### src/rtl/sq_register_param_if.sv
// Bus bundle between the write bus / control-pulse sources and the SQ register.
// master drives the instruction word and control pulses, slave is the SQ register.
interface sq_register_param_if #(
    parameter int OP_W       = 3,
    parameter int QC_W       = 2,
    parameter int EXT_LEVELS = 1
);
    localparam int W  = OP_W + QC_W + 1;
    localparam int EW = $clog2(EXT_LEVELS + 1);

    logic                 T12;
    logic                 NISQ;
    logic [W-1:0]         WL;
    logic                 EXTPLS;
    logic                 INHPLS;
    logic                 RELPLS;
    logic                 KRPT;
    logic                 RUPT_REQ;
    logic                 OVNHRP;
    logic                 MNHRPT;

    logic [2**OP_W-1:0]   SQ_OH;
    logic [2**QC_W-1:0]   QC_OH;
    logic                 SQR10;
    logic [EW-1:0]        SQEXT;
    logic                 EXST0;
    logic [EW-1:0]        FUTEXT;
    logic                 INHINT;
    logic                 IIP;
    logic                 STRTFC;
    logic                 RPTFRC;

    modport master (
        output T12, NISQ, WL, EXTPLS, INHPLS, RELPLS, KRPT, RUPT_REQ, OVNHRP, MNHRPT,
        input  SQ_OH, QC_OH, SQR10, SQEXT, EXST0, FUTEXT, INHINT, IIP, STRTFC, RPTFRC
    );

    modport slave (
        input  T12, NISQ, WL, EXTPLS, INHPLS, RELPLS, KRPT, RUPT_REQ, OVNHRP, MNHRPT,
        output SQ_OH, QC_OH, SQR10, SQEXT, EXST0, FUTEXT, INHINT, IIP, STRTFC, RPTFRC
    );
endinterface

### src/rtl/sq_register_param.sv
// Instruction sequence (SQ) register: latches opcode / quarter-code / SQR10
// at T12 of a next-instruction cycle, tracks chained EXTEND prefixes, the
// INHINT and interrupt-in-progress flags, and substitutes the RUPT code when
// an interrupt is allowed at load time.
module sq_register_param #(
    parameter int OP_W       = 3,
    parameter int QC_W       = 2,
    parameter int EXT_LEVELS = 1,
    parameter logic [OP_W+QC_W:0] RUPT_CODE = '1
) (
    input  logic CLOCK,
    input  logic SIM_RST,
    input  logic GOJAM,
    sq_register_param_if.slave bus
);
    localparam int W  = OP_W + QC_W + 1;
    localparam int EW = $clog2(EXT_LEVELS + 1);
    localparam logic [EW-1:0] EXT_MAX = EW'(EXT_LEVELS);

    logic [W-1:0]       sq_q;
    logic [EW-1:0]      sqext_q;
    logic [EW-1:0]      futext_q;
    logic               nisql_q;
    logic               inhint_q;
    logic               iip_q;
    logic               strtfc_q;
    logic               rptfrc_q;

    logic               clr;
    logic               load;
    logic               rupt_ok;
    logic [2**OP_W-1:0] sq_oh;
    logic [2**QC_W-1:0] qc_oh;

    assign clr     = SIM_RST | GOJAM;
    // A NISQ arriving in the T12 cycle itself still loads, so it bypasses the latch.
    assign load    = bus.T12 & (nisql_q | bus.NISQ);
    assign rupt_ok = bus.RUPT_REQ & ~inhint_q & ~iip_q & ~bus.OVNHRP & ~bus.MNHRPT
                     & (futext_q == '0);

    // Instruction word, extension level and load strobes.
    always_ff @(posedge CLOCK) begin
        if (clr) begin
            sq_q     <= '0;
            sqext_q  <= '0;
            futext_q <= '0;
            strtfc_q <= 1'b0;
            rptfrc_q <= 1'b0;
        end else begin
            strtfc_q <= load;
            rptfrc_q <= load & rupt_ok;
            if (load && rupt_ok) begin
                // futext_q is necessarily zero here, so it is left alone.
                sq_q    <= RUPT_CODE;
                sqext_q <= '0;
            end else if (load) begin
                sq_q     <= bus.WL;
                sqext_q  <= futext_q;
                futext_q <= bus.EXTPLS ? EW'(1) : '0;
            end else if (bus.EXTPLS && futext_q != EXT_MAX) begin
                futext_q <= futext_q + EW'(1);
            end
        end
    end

    // Pending-instruction latch and interrupt flags.
    always_ff @(posedge CLOCK) begin
        if (clr) begin
            nisql_q  <= 1'b0;
            inhint_q <= 1'b0;
            iip_q    <= 1'b0;
        end else begin
            if (load)
                nisql_q <= 1'b0;
            else if (bus.NISQ)
                nisql_q <= 1'b1;

            if (bus.INHPLS)
                inhint_q <= 1'b1;
            else if (bus.RELPLS)
                inhint_q <= 1'b0;

            // Entering an interrupt outranks a coincident resume.
            if (load && rupt_ok)
                iip_q <= 1'b1;
            else if (bus.KRPT)
                iip_q <= 1'b0;
        end
    end

    // One-hot decode of the opcode and quarter-code fields.
    always_comb begin
        sq_oh = '0;
        qc_oh = '0;
        sq_oh[sq_q[W-1 -: OP_W]] = 1'b1;
        qc_oh[sq_q[QC_W:1]]      = 1'b1;
    end

    assign bus.SQ_OH  = sq_oh;
    assign bus.QC_OH  = qc_oh;
    assign bus.SQR10  = sq_q[0];
    assign bus.SQEXT  = sqext_q;
    assign bus.EXST0  = (sqext_q == '0);
    assign bus.FUTEXT = futext_q;
    assign bus.INHINT = inhint_q;
    assign bus.IIP    = iip_q;
    assign bus.STRTFC = strtfc_q;
    assign bus.RPTFRC = rptfrc_q;
endmodule

### src/flat_wrapper.sv
// flat-port wrapper written by rule: the top's interface ports become plain ports
module sq_register_param_flat 
#(
    parameter int OP_W       = 3,
    parameter int QC_W       = 2,
    parameter int EXT_LEVELS = 1,
    parameter logic [OP_W+QC_W:0] RUPT_CODE = '1
)
  (CLOCK, SIM_RST, GOJAM, bus_T12, bus_NISQ, bus_WL, bus_EXTPLS, bus_INHPLS, bus_RELPLS, bus_KRPT, bus_RUPT_REQ, bus_OVNHRP, bus_MNHRPT, bus_SQ_OH, bus_QC_OH, bus_SQR10, bus_SQEXT, bus_EXST0, bus_FUTEXT, bus_INHINT, bus_IIP, bus_STRTFC, bus_RPTFRC);
  sq_register_param_if #(.OP_W(OP_W), .QC_W(QC_W), .EXT_LEVELS(EXT_LEVELS)) bus_i ();
  input  logic CLOCK;
  input  logic SIM_RST;
  input  logic GOJAM;
  input wire logic [$bits(bus_i.T12)-1:0] bus_T12;
  input wire logic [$bits(bus_i.NISQ)-1:0] bus_NISQ;
  input wire logic [$bits(bus_i.WL)-1:0] bus_WL;
  input wire logic [$bits(bus_i.EXTPLS)-1:0] bus_EXTPLS;
  input wire logic [$bits(bus_i.INHPLS)-1:0] bus_INHPLS;
  input wire logic [$bits(bus_i.RELPLS)-1:0] bus_RELPLS;
  input wire logic [$bits(bus_i.KRPT)-1:0] bus_KRPT;
  input wire logic [$bits(bus_i.RUPT_REQ)-1:0] bus_RUPT_REQ;
  input wire logic [$bits(bus_i.OVNHRP)-1:0] bus_OVNHRP;
  input wire logic [$bits(bus_i.MNHRPT)-1:0] bus_MNHRPT;
  output wire logic [$bits(bus_i.SQ_OH)-1:0] bus_SQ_OH;
  output wire logic [$bits(bus_i.QC_OH)-1:0] bus_QC_OH;
  output wire logic [$bits(bus_i.SQR10)-1:0] bus_SQR10;
  output wire logic [$bits(bus_i.SQEXT)-1:0] bus_SQEXT;
  output wire logic [$bits(bus_i.EXST0)-1:0] bus_EXST0;
  output wire logic [$bits(bus_i.FUTEXT)-1:0] bus_FUTEXT;
  output wire logic [$bits(bus_i.INHINT)-1:0] bus_INHINT;
  output wire logic [$bits(bus_i.IIP)-1:0] bus_IIP;
  output wire logic [$bits(bus_i.STRTFC)-1:0] bus_STRTFC;
  output wire logic [$bits(bus_i.RPTFRC)-1:0] bus_RPTFRC;
  assign bus_i.T12 = bus_T12;
  assign bus_i.NISQ = bus_NISQ;
  assign bus_i.WL = bus_WL;
  assign bus_i.EXTPLS = bus_EXTPLS;
  assign bus_i.INHPLS = bus_INHPLS;
  assign bus_i.RELPLS = bus_RELPLS;
  assign bus_i.KRPT = bus_KRPT;
  assign bus_i.RUPT_REQ = bus_RUPT_REQ;
  assign bus_i.OVNHRP = bus_OVNHRP;
  assign bus_i.MNHRPT = bus_MNHRPT;
  assign bus_SQ_OH = bus_i.SQ_OH;
  assign bus_QC_OH = bus_i.QC_OH;
  assign bus_SQR10 = bus_i.SQR10;
  assign bus_SQEXT = bus_i.SQEXT;
  assign bus_EXST0 = bus_i.EXST0;
  assign bus_FUTEXT = bus_i.FUTEXT;
  assign bus_INHINT = bus_i.INHINT;
  assign bus_IIP = bus_i.IIP;
  assign bus_STRTFC = bus_i.STRTFC;
  assign bus_RPTFRC = bus_i.RPTFRC;
  sq_register_param #(.OP_W(OP_W), .QC_W(QC_W), .EXT_LEVELS(EXT_LEVELS), .RUPT_CODE(RUPT_CODE)) u_core (.CLOCK(CLOCK), .SIM_RST(SIM_RST), .GOJAM(GOJAM), .bus(bus_i));
endmodule
### config.mk
export PLATFORM = sky130hd
export DESIGN_NAME = sq_register_param_flat
export DESIGN_NICKNAME = d
export VERILOG_FILES = /design/src/rtl/sq_register_param_if.sv /design/src/rtl/sq_register_param.sv /design/src/flat_wrapper.sv
export SDC_FILE = /design/constraint.sdc
export NUM_CORES = 1
export LEC_CHECK = 0
export ABC_AREA = 1
export CORE_MARGIN = 3
export CORE_UTILIZATION = 36
export CTS_CLUSTER_SIZE = 16
export DETAILED_ROUTE_END_ITERATION = 6
export GPL_TIMING_DRIVEN = 0
export PLACE_DENSITY = 0.77
export SYNTH_ARGS = -nofsm -noshare
export SYNTH_HDL_FRONTEND = slang
export SYNTH_SLANG_ARGS = --single-unit
### constraint.sdc
create_clock -name CLOCK -period 0.9 [get_ports CLOCK]
set_input_delay 0.09 -clock CLOCK [delete_from_list [all_inputs] [get_ports CLOCK]]
set_output_delay 0.09 -clock CLOCK [all_outputs]
set_load 0.02 [all_outputs]
Yosys cells after proc, flatten, opt, wreduce, memory -nomap -nowiden. Cells that the tools add are included.

Bits in registers: 13. Output and inout bits: 20. Input bits: 18. Word-level logic and storage cells: 53.

$add $sub $neg: 1. Mux-type cells: 13. Bitwise logic cells: 16. Reductions and logical operators: 11. Magnitude comparators: 4.

Operator list (count): 2-to-1 mux 6 bit (2); 2-to-1 mux 1 bit (9); nonzero test 2 bit (4); AND 1 bit (7); NOT 1 bit (7); logical AND 1 bit (4); less-than comparator 3 x 4 -> 1 bit, second input constant (1); OR reduction 2 bit (2); demux 1 bit (select 3 bit) (1); greater-or-equal comparator 3 x 1 -> 1 bit, second input constant (1); less-than comparator 2 x 3 -> 1 bit, second input constant (1); demux 1 bit (select 2 bit) (1); greater-or-equal comparator 2 x 1 -> 1 bit, second input constant (1); bitwise OR 1 bit (2); AND reduction 2 bit (1); adder 1 bit, second input constant (1).

Depth between registers and ports, before layout. Gate-level depths: netlist of the first run.

Depth after elaboration: 9. Gate-level depth with buffers: 6. Depth with buffers taken out: 6.

Worst setup path after synthesis of the first run. No wires, ideal clock.

Kind: register -> output. Start: reg u_core.sq_q[3]. End: out bus_SQ_OH[3]. Required time: 810 ps. Arrival time: 952 ps. Setup slack: -142 ps. Cell stages (with the launch flop): 3. Path buffers: 0. Path through: dfxtp_1 inv_1 nor3_1.

Longest elaborated chain between the ends: 4. Elaborated cells between the ends (all ways): 5. Those cells by class: 2 x order compare; 2 x mux; 1 x reduce/logical.

Ends and longest elaborated chain: start: declaration (RTL line sq_register_param.sv:20) `logic [W-1:0] sq_q;`; start signal: assignment (RTL line sq_register_param.sv:57) `sq_q <= bus.WL;`; less-than comparator 3 x 4 -> 1 bit (implied by the code) or greater-or-equal comparator 3 x 1 -> 1 bit (tied branches) (RTL line sq_register_param.sv:95) `sq_oh[sq_q[W-1 -: OP_W]] = 1'b1;`; logical AND 1 bit (implied by the code) (RTL line sq_register_param.sv:95); 2-to-1 mux 1 bit (implied by the code) (RTL line sq_register_param.sv:95); demux 1 bit (select 3 bit) *; end: declaration (RTL line flat_wrapper.sv:24) `output wire logic [$bits(bus_i.SQ_OH)-1:0] bus_SQ_OH;`.

Mark *: on every way between the ends. The rest lies on a longest branch, timed or not.

Worst setup path after layout of the first run.
Start: reg u_core.sq_q[5]. End: out bus_SQ_OH[4].

The elaborated chain is that of the path after synthesis.

==> results_dict.tcl, run 1 <==
set metrics [dict create \
    max_freq_ghz 0.858 \
    finalSetupViolCount 21 \
    place_congestion 0.731 \
    vias 831 \
    holdWs_ns 0.212 \
    ctsHoldBuffers 0 \
    skew_ns 0.00245 \
    worst_pin_slew_ns 0.244 \
    io_pins 38 \
    r2r-start "u_core.nisql_q" \
    path_clk_slew_ns 0.08 \
    clockRootBuffer "clkbuf_4" \
    cts_made_buffers 3 \
    status "complete, but fails checks" \
    final_nets 170 \
    final_max_slew_viol_count 0 \
    worstSetupEndpointType "primary output" \
    r2r-end "u_core.sq_q[0]" \
    ys_warn_count 0 \
    final_area_mm2 0.00135 \
    final_cell_mix "18 x buf_4, 17 x inv_1, 15 x clkdlybuf4s50_1, 10 x nand2_1, 10 x buf_6" \
    criticalPathCategory "reg -> out" \
    die_y_um 48.9 \
    port_buffers 37 \
    core-area_mm2 0.00161 \
    whs_path_depth 2 \
    yosys-top-cells-area "dfxtp_1 39%, inv_1 14%, nand2_1 7.9%" \
    ys_ff_latch 13 \
    syn_area_per_cell_um2 6.75 \
    netlist_area_um2 662 \
    grt_max_degree 9 \
    crit_start "u_core.sq_q[5]" \
    reg2regPathDepth 6 \
    layout-drive-gt1-share_pct 59.6 \
    p_leak_nw 0.638 \
    route.final.wire_length_mm 2.45 \
    crit_chain "inv_4 > nor3_1 > buf_2" \
    power-per-cell-area_mw_per_mm2 1010 \
    reg2reg_slack_ns -0.06 \
    slew_headroom_pct 83.7 \
    synthesis.nets 116 \
    layout_commonest_cell "buf_4" \
    hold_start "bus_T12" \
    cts_buffer_depth 2 \
    firstDrtPassIters 4 \
    htreeDepth 1 \
    min_period_ns 1.16 \
    drtIter0Drc 8 \
    remaining_drc_errors 0 \
    n_antenna_cell 0 \
    grt_use_total_pct 18.7 \
    critPathRequiredTime_ns 0.81 \
    ir_drop_mv 0.788 \
    whs_endpoint "u_core.nisql_q" \
    antenna_found_initial 0 \
    cts_tree "done" \
    dp_hpwl_mm 1.32 \
    grt_pass1_vias 812 \
    start_util_pct 41.1 \
    wire_per_inst_um 14.0 \
    dieArea_mm2 0.00239 \
    synthToLayoutAreaGrowth_pct 104 \
    clock-sinks 13 \
    critical_path_arrival_ns 1.07 \
    worst_slack_ns -0.265 \
    place_area_mm2 0.00107 \
    gr-total-overflow 0 \
    dieWidth_um 48.9 \
    insertion_delay_ns 0.28 \
    hold_violations 0 \
    yosysSeqAreaShare_pct 39.3 \
    power_mw 1.37 \
    crit_slowest_cell "dfxtp_4" \
    ant_nets 0 \
    violations "setup timing" \
    syn_inst 98 \
    rsz0062_at_grt "yes" \
    hold_path_class "in -> reg" \
    yosysTopAreaCellShare_pct 39.3 \
    period_share_pct 129 \
    synth_top_area_cell "dfxtp_1" \
    max_stage_delay_ns 0.40 \
    path_max_fanout 5 \
    grt_pass1_wl_mm 3.52 \
    max_cap_violations 0 \
    via_per_inst 4.75 \
    fillerInstances 96 \
    worstSetupStartpointType "flop" \
    core.rowCount 14 \
    yosysUniqueCellTypes 16 \
]
## worst max-delay path: cells and delay by family, from the launching register on
| kind | cells | cell delay [ns] |
|---|---|---|
| simple gates | 1 | 0.13 |
| buf+inv | 2 | 0.25 |
| flops | 1 | 0.40 |
## how the worst max path moves through the flow
stage | end | slack (ns)
after floorplan | bus_SQ_OH[3] | -0.14
after global placement | bus_SQ_OH[7] | -0.47
after detailed placement | bus_SQ_OH[1] | -0.49
after CTS | bus_SQ_OH[2] | -0.27
after global routing | bus_SQ_OH[4] | -0.32
final | bus_SQ_OH[4] | -0.26
## logic make-up (layout without fill, tap and decap cells)
| logic type | count (synthesis) | in the layout | synth area share [%] |
|---|---|---|---|
| buf+inv | 27 | 79 | 15.3 |
| flops | 13 | 13 | 39.3 |
| simple gates | 50 | 51 | 38.8 |
| compound gates | 8 | 8 | 6.62 |
## stage by stage
stage | utilization [%] | setup slack (ns) | cells | TNS (ns)
finish | 83.7 | -0.265 | 175 | -2.77
global route | 83.7 | -0.316 | 175 | -3.73
CTS | 72.9 | -0.268 | 169 | -2.50
detailed placement | 66.1 | -0.492 | 159 | -9.21
global placement | 66.1 | -0.469 | 159 | -8.76
floorplan | - | -0.142 | 98 | -0.870
## metal layers
| layer | wire (um) | up-vias | GRT usage (%) |
|---|---|---|---|
| met5 | 0 | - | 0 |
| met4 | 23 | 0 | 7.11 |
| met1 | 955 | 388 | 19.3 |
| met2 | 1290 | 32 | 34.6 |
| li1 | - | 408 | - |
| met3 | 175 | 3 | 6.12 |
## cells in the mapped netlist (all sizes together)
master,number
a21oi,6
dfxtp,13
inv,27
nand2,16
nand3,8
nand3b,1
nor2,16
nor3,9
o21ai,2
## registers in the layout (all words and copies together) (netlist names)
| register | count |
|---|---|
| u_core.bus.INHINT | 1 |
| u_core.bus.RPTFRC | 1 |
| u_core.bus.STRTFC | 1 |
| u_core.bus.SQEXT | 1 |
| u_core.nisql_q | 1 |
| u_core.sq_q | 6 |
| u_core.bus.IIP | 1 |
| u_core.bus.FUTEXT | 1 |
## power by group
group | leakage (nW) | internal, mW | switching [mW] | total, mW
Sequential | 0.113 | 0.579 | 0.0311 | 0.610
Combinational | 0.510 | 0.184 | 0.189 | 0.373
Clock | 0.0150 | 0.172 | 0.212 | 0.384
Total | 0.638 | 0.935 | 0.431 | 1.37
## repair_timing
action,in CTS,in global routing
gates resized for setup,136,42
pin swaps,8,19
endpoints found under the setup margin,30,28
setup buffers,5,6
cloned,1,0
## cell type report
| cell class | instances | area [um2] | area share [%] |
|---|---|---|---|
| clock buffers | 4 | 26.3 | 1.95 |
| inverters | 27 | 114 | 8.44 |
| multi-input cells | 59 | 455 | 33.8 |
| flip-flops and latches | 13 | 293 | 21.7 |
| well taps | 24 | 30.0 | 2.23 |
| repair buffers | 48 | 430 | 31.9 |
(Power assumes the default switching activity.)
==> run 2: changes to the inputs <==
--- a/config.mk
+++ b/config.mk
@@ -6,7 +6,7 @@
 export NUM_CORES = 1
 export LEC_CHECK = 0
 export ABC_AREA = 1
-export CORE_MARGIN = 3
+export CORE_MARGIN = 2
 export CORE_UTILIZATION = 36
 export CTS_CLUSTER_SIZE = 16
 export DETAILED_ROUTE_END_ITERATION = 6
==> run 2 against run 1 <==
  * The run still ends with setup timing left
  * Total power down 5.2%
  * Fmax is essentially flat
  * Largest power group unchanged
  * Cell count decreased by 3.4%
  * Clock power is 5.5% lower
  * Non-clock buffer count fell by 7
  * Wire length down 20%
  * Clock skew fell by 0.0016 ns
  * Core utilization shrank 11 points
==> results_dict.tcl, run 2 (same netlist as run 1, synthesis figures left out) <==
set metrics [dict create \
    n_antenna_cell 0 \
    reg2reg_slack_ns -0.09 \
    top_register "u_core.sq_q" \
    grt_pass1_vias 679 \
    violations "setup timing" \
    dpl.cell_count 160 \
    drtIter0Drc 3 \
    worst_pin_slew_ns 0.287 \
    hold_violations 0 \
    cp.depth 3 \
    period_share_pct 129 \
    start_util_pct 38.3 \
    layout-drive-gt1-share_pct 52.1 \
    rsz0062_at_grt "yes" \
    r2r-start "u_core.nisql_q" \
    criticalPathCategory "reg -> out" \
    grt_max_degree 9 \
    slew_headroom_pct 80.8 \
    cts_tree "done" \
    path_clk_slew_ns 0.08 \
    insertion_delay_ns 0.28 \
    antenna_found_initial 0 \
    final_nets 163 \
    crit_start "u_core.sq_q[3]" \
    holdWs_ns 0.220 \
    synthToLayoutAreaGrowth_pct 90.2 \
    fillerInstances 132 \
    reg2regPathDepth 4 \
    post-place-ws_ns -0.526 \
    htreeDepth 1 \
    vias 785 \
    place_congestion 0.726 \
    io_pins 38 \
    worstSetupStartpointType "flop" \
    core-area_mm2 0.00173 \
    stdcell_count 169 \
    skew_ns 0.000890 \
    largest_reg_flops 6 \
    port_buffers 37 \
    hold_path_class "in -> reg" \
    route.final.wire_length_mm 1.96 \
    final_max_slew_viol_count 0 \
    path_max_fanout 5 \
    die_y_um 46.9 \
    r2r-end "u_core.sq_q[3]" \
    status "complete, but fails checks" \
    firstDrtPassIters 4 \
    worstSetupEndpointType "primary output" \
    ir_drop_mv 0.835 \
    power-per-cell-area_mw_per_mm2 1030 \
    final_cell_mix "19 x inv_1, 16 x buf_4, 15 x clkdlybuf4s50_1, 12 x nand2_1, 10 x nor2_1" \
    grt_pass1_wl_mm 2.74 \
    dieArea_mm2 0.00220 \
    remaining_drc_errors 0 \
    cts_buffer_depth 2 \
    min_period_ns 1.16 \
    core.rowCount 15 \
    ant_nets 0 \
    cts_made_buffers 3 \
    worst_slack_ns -0.265 \
    final_util_pct 72.9 \
    critical_path_arrival_ns 1.07 \
    dieWidth_um 46.9 \
    via_per_inst 4.64 \
    crit_chain "inv_6 > nor3_4 > buf_6" \
    dp_hpwl_mm 1.27 \
    layout_commonest_cell "inv_1" \
    max_freq_ghz 0.859 \
    cp_num_buf_inv 2 \
    max_cap_violations 0 \
    clock-sinks 13 \
    wire_per_inst_um 11.6 \
    critPathRequiredTime_ns 0.81 \
    clockRootBuffer "clkbuf_4" \
    crit_slowest_cell "dfxtp_4" \
    crit_family "flip-flops" \
    max_stage_delay_ns 0.40 \
    p_leak_nw 0.624 \
    grt_use_total_pct 18.0 \
    crit_end "bus_SQ_OH[5]" \
    finalSetupViolCount 20 \
    gr-total-overflow 0 \
]
[run 2: power breakdown]
part           total (mW)  leakage [nW]  switching (mW)  internal, mW
sequential          0.610         0.112          0.0273         0.583
combinational       0.322         0.497           0.169         0.154
clock               0.363        0.0150           0.191         0.172
[run 2: worst min-delay path by stage]
stage,to,from,cells past startpoint
floorplan,u_core.nisql_q,bus_T12,1
global placement,u_core.bus.IIP,u_core.bus.IIP,2
detailed placement,u_core.bus.IIP,u_core.bus.IIP,2
CTS,u_core.nisql_q,bus_T12,2
global route,u_core.nisql_q,bus_T12,2
finish,u_core.nisql_q,bus_T12,2
[run 2: timing repair]
action,4_1_cts,5_1_grt
setup endpoints to repair,30,26
gates cloned,1,0
hold buffers,0,0
setup buffers,1,3
resized for setup,130,33
pin swaps,11,11
[run 2: layout make-up]
type	count	area, um2	share of cell area [%]
Multi-Input combinational cell	59	438	34.8
Timing Repair Buffer	41	359	28.5
Clock buffer	4	26.3	2.09
Sequential cell	13	288	22.9
Tap cell	25	31.3	2.49
Inverter	27	116	9.24
[run 2: through the flow]
stage	power, mW	TNS, ns	instance area, um2
global route	1.36	-3.46	1260
detailed placement	0.901	-8.97	1070
global placement	0.895	-8.46	1070
floorplan	0.752	-0.870	666
CTS	1.26	-2.13	1130
finish	1.30	-2.43	1260
[run 2: layer usage]
layer	GRT usage (%)	share of wire, %	vias up
li1	-	-	394
met1	18.2	35	348
met2	33.4	53	35
met3	6.54	8.0	8
met4	7.22	3.9	0
met5	0	0	-
